File: src/rtl/mem_arbiter.sv
// rtl/mem_arbiter.sv - round-robin burst arbiter between instruction and data ports onto one memory
module mem_arbiter #(
    parameter int BURST_LEN = 8,
    parameter int BEAT_W    = $clog2(BURST_LEN)
) (
    input  logic        MEM_CLK,
    input  logic        MEM_RESET,

    input  logic        I_REQ,
    input  logic [29:0] I_ADDR,
    output logic [31:0] I_DOUT,
    output logic        I_VALID,
    output logic        I_DONE,

    input  logic        D_REQ,
    input  logic        D_WE,
    input  logic [29:0] D_ADDR,
    input  logic [31:0] D_DIN,
    output logic [31:0] D_DOUT,
    output logic        D_VALID,
    output logic        D_DONE,

    output logic [BEAT_W-1:0] BEAT,

    output logic        MEM_RE,
    output logic        MEM_WE,
    output logic [29:0] MEM_ADDR,
    output logic [31:0] MEM_DATA_IN,
    input  logic [31:0] MEM_DOUT,
    input  logic        memValid
);

    typedef enum logic [1:0] {
        IDLE    = 2'd0,
        I_BURST = 2'd1,
        D_BURST = 2'd2
    } state_t;

    localparam int                BASE_W    = 30 - BEAT_W;
    localparam logic [BEAT_W-1:0] LAST_BEAT = BEAT_W'(BURST_LEN - 1);
    localparam logic              GNT_I     = 1'b0;
    localparam logic              GNT_D     = 1'b1;

    state_t              state_q, state_d;
    logic [BEAT_W-1:0]   beat_q, beat_d;
    logic                last_gnt_q, last_gnt_d;
    logic [BASE_W-1:0]   base_q, base_d;
    logic                we_q, we_d;

    logic                grant_i, grant_d;
    logic                in_i, in_d, at_last;

    // Burst-aligned addresses: the beat index supplies the low bits.
    logic                unused_addr_bits;
    assign unused_addr_bits = ^{I_ADDR[BEAT_W-1:0], D_ADDR[BEAT_W-1:0]};

    // D wins a tie unless it was the last port served.
    assign grant_d = D_REQ && (!I_REQ || (last_gnt_q == GNT_I));
    assign grant_i = I_REQ && !grant_d;

    always_ff @(posedge MEM_CLK) begin
        if (MEM_RESET) begin
            state_q    <= IDLE;
            beat_q     <= '0;
            last_gnt_q <= GNT_I;
            base_q     <= '0;
            we_q       <= 1'b0;
        end else begin
            state_q    <= state_d;
            beat_q     <= beat_d;
            last_gnt_q <= last_gnt_d;
            base_q     <= base_d;
            we_q       <= we_d;
        end
    end

    always_comb begin
        state_d    = state_q;
        beat_d     = beat_q;
        last_gnt_d = last_gnt_q;
        base_d     = base_q;
        we_d       = we_q;
        case (state_q)
            IDLE: begin
                if (grant_d) begin
                    state_d    = D_BURST;
                    last_gnt_d = GNT_D;
                    base_d     = D_ADDR[29:BEAT_W];
                    we_d       = D_WE;
                    beat_d     = '0;
                end else if (grant_i) begin
                    state_d    = I_BURST;
                    last_gnt_d = GNT_I;
                    base_d     = I_ADDR[29:BEAT_W];
                    we_d       = 1'b0;
                    beat_d     = '0;
                end
            end
            I_BURST, D_BURST: begin
                // Memory may stall indefinitely; only a completed word advances the beat.
                if (memValid) begin
                    if (beat_q == LAST_BEAT) begin
                        state_d = IDLE;
                        beat_d  = '0;
                    end else begin
                        beat_d  = beat_q + BEAT_W'(1);
                    end
                end
            end
            default: begin
                state_d = IDLE;
                beat_d  = '0;
            end
        endcase
    end

    assign in_i    = (state_q == I_BURST);
    assign in_d    = (state_q == D_BURST);
    assign at_last = (beat_q == LAST_BEAT);

    assign MEM_ADDR    = (in_i || in_d) ? {base_q, beat_q} : 30'd0;
    assign MEM_RE      = in_i || (in_d && !we_q);
    assign MEM_WE      = in_d && we_q;
    assign MEM_DATA_IN = D_DIN;

    assign I_VALID = memValid && in_i;
    assign D_VALID = memValid && in_d;
    assign I_DONE  = I_VALID && at_last;
    assign D_DONE  = D_VALID && at_last;
    assign I_DOUT  = MEM_DOUT;
    assign D_DOUT  = MEM_DOUT;
    assign BEAT    = beat_q;

endmodule

File: config.mk
export PLATFORM = sky130hd
export DESIGN_NAME = mem_arbiter
export DESIGN_NICKNAME = d
export VERILOG_FILES = /design/src/rtl/mem_arbiter.sv
export SDC_FILE = /design/constraint.sdc
export NUM_CORES = 1
export LEC_CHECK = 0
export CAP_MARGIN = 10
export CORE_AREA = 4 4 102 104
export CTS_CLUSTER_DIAMETER = 50
export DETAILED_ROUTE_END_ITERATION = 6
export DIE_AREA = 0 0 106 108
export PLACE_DENSITY_LB_ADDON = 0.08
export SYNTH_ARGS = -nofsm -noshare
export SYNTH_HDL_FRONTEND = slang
export SYNTH_SLANG_ARGS = --single-unit
File: constraint.sdc
create_clock -name MEM_CLK -period 3.7 [get_ports MEM_CLK]
set_clock_uncertainty 0.2 [all_clocks]
set_input_delay 0.37 -clock MEM_CLK [delete_from_list [all_inputs] [get_ports MEM_CLK]]
set_output_delay 0.37 -clock MEM_CLK [all_outputs]
set_load 0.005 [all_outputs]
==> results of run 1 <==
-- per-layer routing --
layer,GRT usage,up-vias,share of wire
li1,-,988,-
met5,0,-,0
met2,0.2454,105,0.52
met4,0.04810,0,0.022
met3,0.04657,18,0.087
met1,0.1395,922,0.38
-- cell type report --
class,instances,area (µm²),area share
Multi-Input combinational cell,178,1182,0.3759
Timing Repair Buffer,105,1028,0.3270
Sequential cell,34,680.7,0.2164
Tap cell,133,166.4,0.05290
Clock buffer,7,76.32,0.02426
Inverter,3,11.26,0.003580
-- critical path, stage by stage (launching register included) --
cell                              delay, ps
sky130_fd_sc_hd__dfxtp_1                340
sky130_fd_sc_hd__inv_1                   80
sky130_fd_sc_hd__ha_1                   280
sky130_fd_sc_hd__buf_4                  320
sky130_fd_sc_hd__and2_1                 200
sky130_fd_sc_hd__clkdlybuf4s50_1        510
-- cell usage in the layout, fill, tap and decap left out, types with 2 or more instances in the layout --
cell type and n:
sky130_fd_sc_hd__dfxtp_1 34, sky130_fd_sc_hd__and2_1 33, sky130_fd_sc_hd__a211oi_2 19, sky130_fd_sc_hd__nand4_1 4
sky130_fd_sc_hd__nor2b_1 3, sky130_fd_sc_hd__a21oi_2 8, sky130_fd_sc_hd__clkbuf_1 2, sky130_fd_sc_hd__ha_1 5
sky130_fd_sc_hd__and3_1 2, sky130_fd_sc_hd__o31ai_2 2, sky130_fd_sc_hd__clkbuf_8 5, sky130_fd_sc_hd__nand2_1 27
sky130_fd_sc_hd__clkdlybuf4s50_1 97, sky130_fd_sc_hd__inv_1 3, sky130_fd_sc_hd__nor2_1 28, sky130_fd_sc_hd__a211oi_1 8
sky130_fd_sc_hd__o21ai_0 3, sky130_fd_sc_hd__a21oi_1 23, sky130_fd_sc_hd__buf_4 7
-- sequential cells by signal (all words and copies together) (netlist names) --
signal      cells
base_q         27
BEAT            3
state_q         2
last_gnt_q      1
we_q            1
-- report_power, final --
group	internal, mW	leakage [nW]	switching (mW)	total (mW)
Clock	0.130	0.0383	0.141	0.271
Sequential	0.508	0.282	0.0676	0.576
Combinational	0.587	0.852	0.639	1.23
Total	1.22	1.17	0.848	2.07
-- worst max-delay path by stage --
stage                       startpoint                       to  slack [ps]
2_1_floorplan  state_q[0]$_SDFFE_PP0P_  state_q[0]$_SDFFE_PP0P_        1990
3_3_place_gp                     I_REQ   base_q[1]$_SDFFE_PP0P_        1210
3_5_place_dp                     I_REQ   base_q[1]$_SDFFE_PP0P_        1190
4_1_cts        state_q[0]$_SDFFE_PP0P_              MEM_ADDR[6]        1070
5_1_grt        state_q[0]$_SDFFE_PP0P_             MEM_ADDR[24]         970
6_report       state_q[0]$_SDFFE_PP0P_             MEM_ADDR[29]        1120
-- stage by stage --
stage               total power, mW  worst slack (ps)
global placement              1.832              1209
finish                        2.073              1118
floorplan                     1.455              1991
CTS                           2.128              1067
global route                  2.262             965.2
detailed placement            1.845              1186
-- kinds of logic (layout without fill, tap and decap cells) --
group,after synthesis,count (layout),share of synthesized area
buffers and inverters,119,115,0.3188
and+or+nand+nor,102,102,0.1870
AOI/OAI and AO/OA,71,71,0.2214
DFF,34,34,0.2499
adders and majority gates,5,5,0.02297
==> results.sh, run 1 <==
export IMPL_run_status="completed"
export IMPL_htree_levels=2
export IMPL_grt_start_max_net_pins=36
export IMPL_yosysSeqAreaShare=0.2499
export IMPL_synth_avg_cell_area_um2=8.229
export IMPL_holdPathEnd="we_q$_SDFFE_PP0P_"
export IMPL_post_route_cells_drive_above_1_share=0.1407
export IMPL_worst_hold_startpoint="MEM_RESET"
export IMPL_cap_violations=0
export IMPL_dp_final_hpwl_mm=5.801
export IMPL_postSynthRegisterBits=34
export IMPL_grt_pass1_vias=2095
export IMPL_drc=0
export IMPL_hold_path_class="in -> reg"
export IMPL_cts_sinks=34
export IMPL_route_antenna_remaining_nets=0
export IMPL_synth_nets=466
export IMPL_regToRegEndpoint="base_q[11]$_SDFFE_PP0P_"
export IMPL_postSynthCellCount=331
export IMPL_design_core_area_um2=9549
export IMPL_num_fill_cells=1049
export IMPL_setup_viol=0
export IMPL_cts_hold_fix_buffers=0
export IMPL_timing_hold_worst_path_depth=2
export IMPL_routed_wl_mm=7.870
export IMPL_numPlacedInstances=453
export IMPL_power_leakage_nw=1.172
export IMPL_instances_no_fill=460
export IMPL_synthesis_area_um2=2724
export IMPL_post_synth_top_area_fraction=0.2839
export IMPL_rsz0062_at_grt="false"
export IMPL_drv_slew=0
export IMPL_dr_first_iter_drc_count=63
export IMPL_firstDrtPassIters=3
export IMPL_timing_critical_path_fanout_max=35
export IMPL_area_delta_synth_final_pct=15.48
export IMPL_cts_buffers_inserted=5
export IMPL_r2r_setup_slack_ps=1530
export IMPL_netlist_top_cell_by_area="sky130_fd_sc_hd__buf_4"
export IMPL_layout_worst_path_cycle_share=0.6978
export IMPL_maxSlewHeadroom=0.5895
export IMPL_most_used_flip_flop_cell_after_synthesis="sky130_fd_sc_hd__dfxtp_1"
export IMPL_grt_antenna_before_repair=0
export IMPL_r2r_cells=6
export IMPL_worst_path_arrival_time_ps=2010
export IMPL_path_class="reg -> out"
export IMPL_number_of_top_level_design_ports=265
export IMPL_synth_enable_flop_cells=0
export IMPL_placement_cell_area_um2=3069
export IMPL_leading_cell_type_by_number_of_instances_after_synthesis="sky130_fd_sc_hd__buf_4"
export IMPL_num_antenna_cells=0
export IMPL_synthTopCellsByCount="sky130_fd_sc_hd__buf_4 (103), sky130_fd_sc_hd__dfxtp_1 (34), sky130_fd_sc_hd__and2_1 (33)"
export IMPL_worstPathRequired_ps=3130
export IMPL_routed_via_density=4.420
export IMPL_vdd_ir_drop_worst_v=0.0003463
export IMPL_actual_slew_at_the_worst_max_slew_pin_ps=613.4
export IMPL_clk_root_buffer_cell="sky130_fd_sc_hd__clkbuf_8"
export IMPL_finish_instance_area_um2=3146
export IMPL_fmax_ghz=0.3873
export IMPL_start_kind="register"
export IMPL_io_buffer_count=98
export IMPL_die_h_um=108
export IMPL_tritoncts="done"
export IMPL_cells_resized_by_post_cts_repair=0
export IMPL_floorplan_die_area_um2=11450
export IMPL_finalHoldWorstSlack_ps=285.1
export IMPL_power_density_nw_per_um2=658.9
export IMPL_setup_total_negative_slack_ps=0
export IMPL_drt_wirelength_per_cell_um=17.11
export IMPL_ys_top_cells_by_area="sky130_fd_sc_hd__buf_4 (28%), sky130_fd_sc_hd__dfxtp_1 (25%), sky130_fd_sc_hd__a211oi_2 (8.7%)"
export IMPL_clock_tree_buffer_depth=2
export IMPL_cp_end_kind="output port"
export IMPL_global_route_overflow_total=0
export IMPL_post_cts_repair_setup_buffers=0
export IMPL_yosys_warnings=0
export IMPL_routabilityCongestion=0.6937
export IMPL_report_final_hold_viol_count=0
export IMPL_post_route_util=0.3294
export IMPL_final_net_count=462
export IMPL_worst_r2r_startpoint="state_q[1]$_SDFFE_PP0P_"
export IMPL_global_route_wire_length_before_repair_mm=11.78
export IMPL_rows=36
export IMPL_global_route_usage_total=0.1328
export IMPL_worstSkewPairLatency_ps=290
export IMPL_post_synth_num_cell_types=33
export IMPL_synth_async_reset_ratio=0
export IMPL_start_util=0.2852
export IMPL_vias=2033
export IMPL_timing_final_crit_period_ps=2582
export IMPL_clock_pin_slew_on_the_worst_setup_and_hold_paths_ps=80
export IMPL_fp_dieW_um=106
Power figures use the tool's default switching activity.
==> run 2: changes to the inputs <==
- CORE_AREA: 4 4 102 104 -> unset
- CORE_ASPECT_RATIO: unset -> 1.2
- CORE_MARGIN: unset -> 4
- CORE_UTILIZATION: unset -> 30
- DIE_AREA: 0 0 106 108 -> unset
- clock period: 3.7 -> 2.45 ns (I/O delays scaled with it)
==> results.sh, run 2 (synthesis gave the netlist of run 1 again) <==
export IMPL_grt_pass1_vias=2090
export IMPL_cp_end_kind="output port"
export IMPL_finalHoldWorstSlack_ps=263.1
export IMPL_tritoncts="done"
export IMPL_timing_hold_worst_path_depth=2
export IMPL_cts_sinks=34
export IMPL_most_common_cell_after_layout_fill_and_taps_aside="sky130_fd_sc_hd__clkdlybuf4s50_1"
export IMPL_power_internal_mw=1.937
export IMPL_layout_worst_path_cycle_share=0.9485
export IMPL_start_kind="register"
export IMPL_finish_instance_area_um2=3176
export IMPL_start_util=0.3130
export IMPL_power_leakage_nw=1.197
export IMPL_r2r_cells=5
export IMPL_die_h_um=112.4
export IMPL_design_core_area_um2=8703
export IMPL_global_route_usage_total=0.1328
export IMPL_seq_area_um2=680.7
export IMPL_minimum_setup_slack_after_placement_ps=325.3
export IMPL_setup_total_negative_slack_ps=0
export IMPL_firstDrtPassIters=4
export IMPL_clock_pin_slew_on_the_worst_setup_and_hold_paths_ps=70
export IMPL_vdd_ir_drop_worst_v=0.0004390
export IMPL_layout_setup_ws_ps=126.1
export IMPL_run_status="completed"
export IMPL_fmax_ghz=0.4303
export IMPL_drv_slew=0
export IMPL_p_sw_frac=0.3911
export IMPL_grt_antenna_before_repair=0
export IMPL_io_buffer_count=98
export IMPL_dr_first_iter_drc_count=41
export IMPL_numPlacedInstances=439
export IMPL_floorplan_die_area_um2=10670
export IMPL_path_class="reg -> out"
export IMPL_cts_hold_fix_buffers=0
export IMPL_num_fill_cells=937
export IMPL_routed_via_density=4.578
export IMPL_grt_start_max_net_pins=26
export IMPL_global_route_wire_length_before_repair_mm=11.01
export IMPL_rsz0062_at_grt="false"
export IMPL_worstSkewPairLatency_ps=280
export IMPL_design_power_total_mw=3.181
export IMPL_global_route_overflow_total=0
export IMPL_cells_resized_by_post_cts_repair=0
export IMPL_timing_critical_path_fanout_max=15
export IMPL_final_net_count=464
export IMPL_worstPathRequired_ps=2010
export IMPL_dp_final_hpwl_mm=5.484
export IMPL_htree_levels=2
export IMPL_routed_wl_mm=7.297
export IMPL_p_comb_frac=0.595
export IMPL_share_seq_of_total_power=0.274
export IMPL_vias=2037
export IMPL_setup_viol=0
export IMPL_clk_root_buffer_cell="sky130_fd_sc_hd__clkbuf_8"
export IMPL_netSwitchingPower_mw=1.244
export IMPL_actual_slew_at_the_worst_max_slew_pin_ps=628.3
export IMPL_cts_buffers_inserted=5
export IMPL_multi_input_area_um2=1182
export IMPL_post_route_util=0.3649
export IMPL_worst_path_arrival_time_ps=1880
export IMPL_post_cts_repair_setup_buffers=0
export IMPL_clock_tree_buffer_depth=2
export IMPL_power_share_clock=0.131
export IMPL_routabilityCongestion=0.7189
export IMPL_report_final_hold_viol_count=0
export IMPL_area_delta_synth_final_pct=16.58
export IMPL_timing_final_crit_period_ps=2324
export IMPL_largest_reg_flops=27
export IMPL_rows=37
export IMPL_power_density_nw_per_um2=1002
export IMPL_fp_dieW_um=94.99
export IMPL_number_of_top_level_design_ports=265
export IMPL_num_antenna_cells=0
export IMPL_drc=0
export IMPL_placement_cell_area_um2=3089
export IMPL_layout_cells_most_common_list="sky130_fd_sc_hd__clkdlybuf4s50_1 (97), sky130_fd_sc_hd__dfxtp_1 (34), sky130_fd_sc_hd__and2_1 (33)"
export IMPL_route_antenna_remaining_nets=0
export IMPL_maxSlewHeadroom=0.5811
export IMPL_drt_wirelength_per_cell_um=16.40
export IMPL_cap_violations=0
export IMPL_largest_register_by_flop_count="base_q"
export IMPL_post_route_cells_drive_above_1_share=0.1494
export IMPL_instances_no_fill=445
export IMPL_hold_path_class="in -> reg"
==> run 2: cell types whose count changed in the layout (fill, tap and decap cells not counted), sizes merged <==
cell,change
buf,+2
clkbuf,-1
==> run 2: area by class of cell <==
class | count | share of cell area
Timing Repair Buffer | 107 | 0.3377
Multi-Input combinational cell | 178 | 0.3723
Tap cell | 117 | 0.04610
Sequential cell | 34 | 0.2143
Inverter | 3 | 0.003546
Clock buffer | 6 | 0.02600
==> run 2: path summary, 6_finish.rpt <==
kind / start / end / slack, ps
setup / recovery: state_q[0]$_SDFFE_PP0P_ / MEM_ADDR[27] / 130
hold / removal: MEM_RESET / we_q$_SDFFE_PP0P_ / 260
setup reg to reg: state_q[0]$_SDFFE_PP0P_ / state_q[1]$_SDFFE_PP0P_ / 550
hold reg to reg: base_q[17]$_SDFFE_PP0P_ / base_q[17]$_SDFFE_PP0P_ / 290
==> run 2: power groups by stage <==
stage,Clock (mW),Combinational (mW),Sequential [mW]
6_report,0.416,1.89,0.872
4_1_cts,0.438,1.94,0.877
5_1_grt,0.454,2.12,0.897
3_5_place_dp,0,1.93,0.887
3_3_place_gp,0,1.93,0.883
2_1_floorplan,0,1.34,0.855
==> run 2: worst max-delay path: stages, from the launching register on <==
cell and delay (ps):
sky130_fd_sc_hd__dfxtp_1 330, sky130_fd_sc_hd__inv_1 80, sky130_fd_sc_hd__ha_1 310, sky130_fd_sc_hd__buf_4 200, sky130_fd_sc_hd__and2_1 160, sky130_fd_sc_hd__clkdlybuf4s50_1 510
==> run 2: metal layers <==
layer	track usage	share of wire
met2	0.2408	0.51
met5	0	0
met3	0.03820	0.093
met4	0.07700	0.041
met1	0.1314	0.36
==> run 3: changes to the inputs <==
- CORE_AREA: unset -> 2 2 102 104
- CORE_ASPECT_RATIO: 1.2 -> unset
- CORE_MARGIN: 4 -> unset
- CORE_UTILIZATION: 30 -> unset
- DIE_AREA: unset -> 0 0 104 106
==> results.sh, run 3 (synthesis gave the netlist of run 1 again) <==
export IMPL_most_common_cell_after_layout_fill_and_taps_aside="sky130_fd_sc_hd__clkdlybuf4s50_1"
export IMPL_worstPathRequired_ps=2010
export IMPL_vdd_ir_drop_worst_v=0.0004015
export IMPL_drc=0
export IMPL_grt_antenna_before_repair=0
export IMPL_cap_violations=0
export IMPL_netSwitchingPower_mw=1.308
export IMPL_routed_wl_mm=7.376
export IMPL_p_comb_frac=0.608
export IMPL_share_seq_of_total_power=0.260
export IMPL_drv_slew=0
export IMPL_post_route_cells_drive_above_1_share=0.1647
export IMPL_tritoncts="done"
export IMPL_num_fill_cells=1087
export IMPL_power_density_nw_per_um2=1029
export IMPL_largest_register_by_flop_count="base_q"
export IMPL_routabilityCongestion=0.7262
export IMPL_fp_dieW_um=104
export IMPL_final_net_count=468
export IMPL_routed_via_density=4.372
export IMPL_actual_slew_at_the_worst_max_slew_pin_ps=519.8
export IMPL_setup_viol=0
export IMPL_cts_hold_fix_buffers=0
export IMPL_run_status="completed"
export IMPL_design_power_total_mw=3.356
export IMPL_design_core_area_um2=10000
export IMPL_cp_end_kind="output port"
export IMPL_drt_wirelength_per_cell_um=15.69
export IMPL_maxSlewHeadroom=0.6535
export IMPL_clock_tree_buffer_depth=2
export IMPL_layout_worst_path_cycle_share=0.9448
export IMPL_io_buffer_count=98
export IMPL_dp_final_hpwl_mm=5.319
export IMPL_setup_total_negative_slack_ps=0
export IMPL_report_final_hold_viol_count=0
export IMPL_power_leakage_nw=1.243
export IMPL_power_internal_mw=2.048
export IMPL_global_route_usage_total=0.1322
export IMPL_worstSkewPairLatency_ps=290
export IMPL_clk_root_buffer_cell="sky130_fd_sc_hd__clkbuf_8"
export IMPL_timing_final_crit_period_ps=2315
export IMPL_firstDrtPassIters=4
export IMPL_largest_reg_flops=27
export IMPL_global_route_wire_length_before_repair_mm=11.58
export IMPL_rsz0062_at_grt="false"
export IMPL_floorplan_die_area_um2=11020
export IMPL_area_delta_synth_final_pct=19.75
export IMPL_power_share_clock=0.132
export IMPL_num_antenna_cells=0
export IMPL_timing_critical_path_fanout_max=21
export IMPL_cts_sinks=34
export IMPL_worst_path_arrival_time_ps=1870
export IMPL_route_antenna_remaining_nets=0
export IMPL_vias=2055
export IMPL_grt_pass1_vias=2140
export IMPL_start_util=0.2724
export IMPL_layout_cells_most_common_list="sky130_fd_sc_hd__clkdlybuf4s50_1 (96), sky130_fd_sc_hd__dfxtp_1 (34), sky130_fd_sc_hd__and2_1 (33)"
export IMPL_rows=37
export IMPL_dr_first_iter_drc_count=19
export IMPL_global_route_overflow_total=0
export IMPL_post_route_util=0.3262
export IMPL_htree_levels=2
export IMPL_start_kind="register"
export IMPL_die_h_um=106
export IMPL_number_of_top_level_design_ports=265
export IMPL_hold_path_class="in -> reg"
export IMPL_p_sw_frac=0.3898
export IMPL_grt_start_max_net_pins=22
export IMPL_clock_pin_slew_on_the_worst_setup_and_hold_paths_ps=70
export IMPL_cts_buffers_inserted=5
export IMPL_fmax_ghz=0.4320
export IMPL_path_class="reg -> out"
[run 3: worst max-delay path: stages, from the launching register on]
cell                              delay, ps
sky130_fd_sc_hd__dfxtp_1                340
sky130_fd_sc_hd__inv_1                  100
sky130_fd_sc_hd__ha_4                   330
sky130_fd_sc_hd__buf_12                 150
sky130_fd_sc_hd__and2_1                 130
sky130_fd_sc_hd__clkdlybuf4s50_1        510
[run 3: area by class of cell]
cell class / instances / area, µm² / share of cell area
clock buffers: 7 / 86.33 / 0.02647
clock inverters: 1 / 5.005 / 0.001534
flip-flops and latches: 34 / 680.7 / 0.2087
well taps: 136 / 170.2 / 0.05217
repair buffers: 111 / 1114 / 0.3414
inverters: 3 / 11.26 / 0.003452
multi-input cells: 178 / 1195 / 0.3663
[run 3: final timing paths]
path	to	depth (start not counted)	slack, ps	start
setup / recovery	MEM_ADDR[13]	5	140	state_q[0]$_SDFFE_PP0P_
hold / removal	we_q$_SDFFE_PP0P_	2	220	MEM_RESET
setup reg to reg	state_q[0]$_SDFFE_PP0P_	6	660	state_q[0]$_SDFFE_PP0P_
hold reg to reg	base_q[18]$_SDFFE_PP0P_	2	300	base_q[18]$_SDFFE_PP0P_
[run 3: metrics by stage]
step | hold slack (ps) | setup WS (ps) | std cells | cell area (µm²)
final | 216.2 | 135.3 | 470 | 3262
after floorplan | 160.2 | 740.7 | 331 | 2724
after detailed placement | 288.7 | 227.0 | 461 | 3148
after CTS | 231.5 | 72.44 | 469 | 3252
after global placement | 286.1 | 245.7 | 461 | 3148
after global routing | 268.3 | 1.702 | 470 | 3262
[run 3: repair_timing]
action | in CTS | in global routing
buffers inserted | 0 | 1
setup endpoints to repair | 24 | 2
gates resized for setup | 2 | 1
pin swaps | 0 | 1
[run 3: per-layer routing]
metal,track usage,vias to the layer above,share of wire
met1,0.1510,925,0.41
met3,0.04231,20,0.074
li1,-,1005,-
met2,0.2284,105,0.50
met5,0,-,0
met4,0.05405,0,0.021
[run 3: power by group through the flow]
stage	registers, mW	logic [mW]	clock network, mW
after floorplan	0.855	1.34	0
after global placement	0.883	2.02	0
after detailed placement	0.886	2.02	0
after CTS	0.875	2.07	0.469
after global routing	0.907	2.26	0.498
final	0.873	2.04	0.443
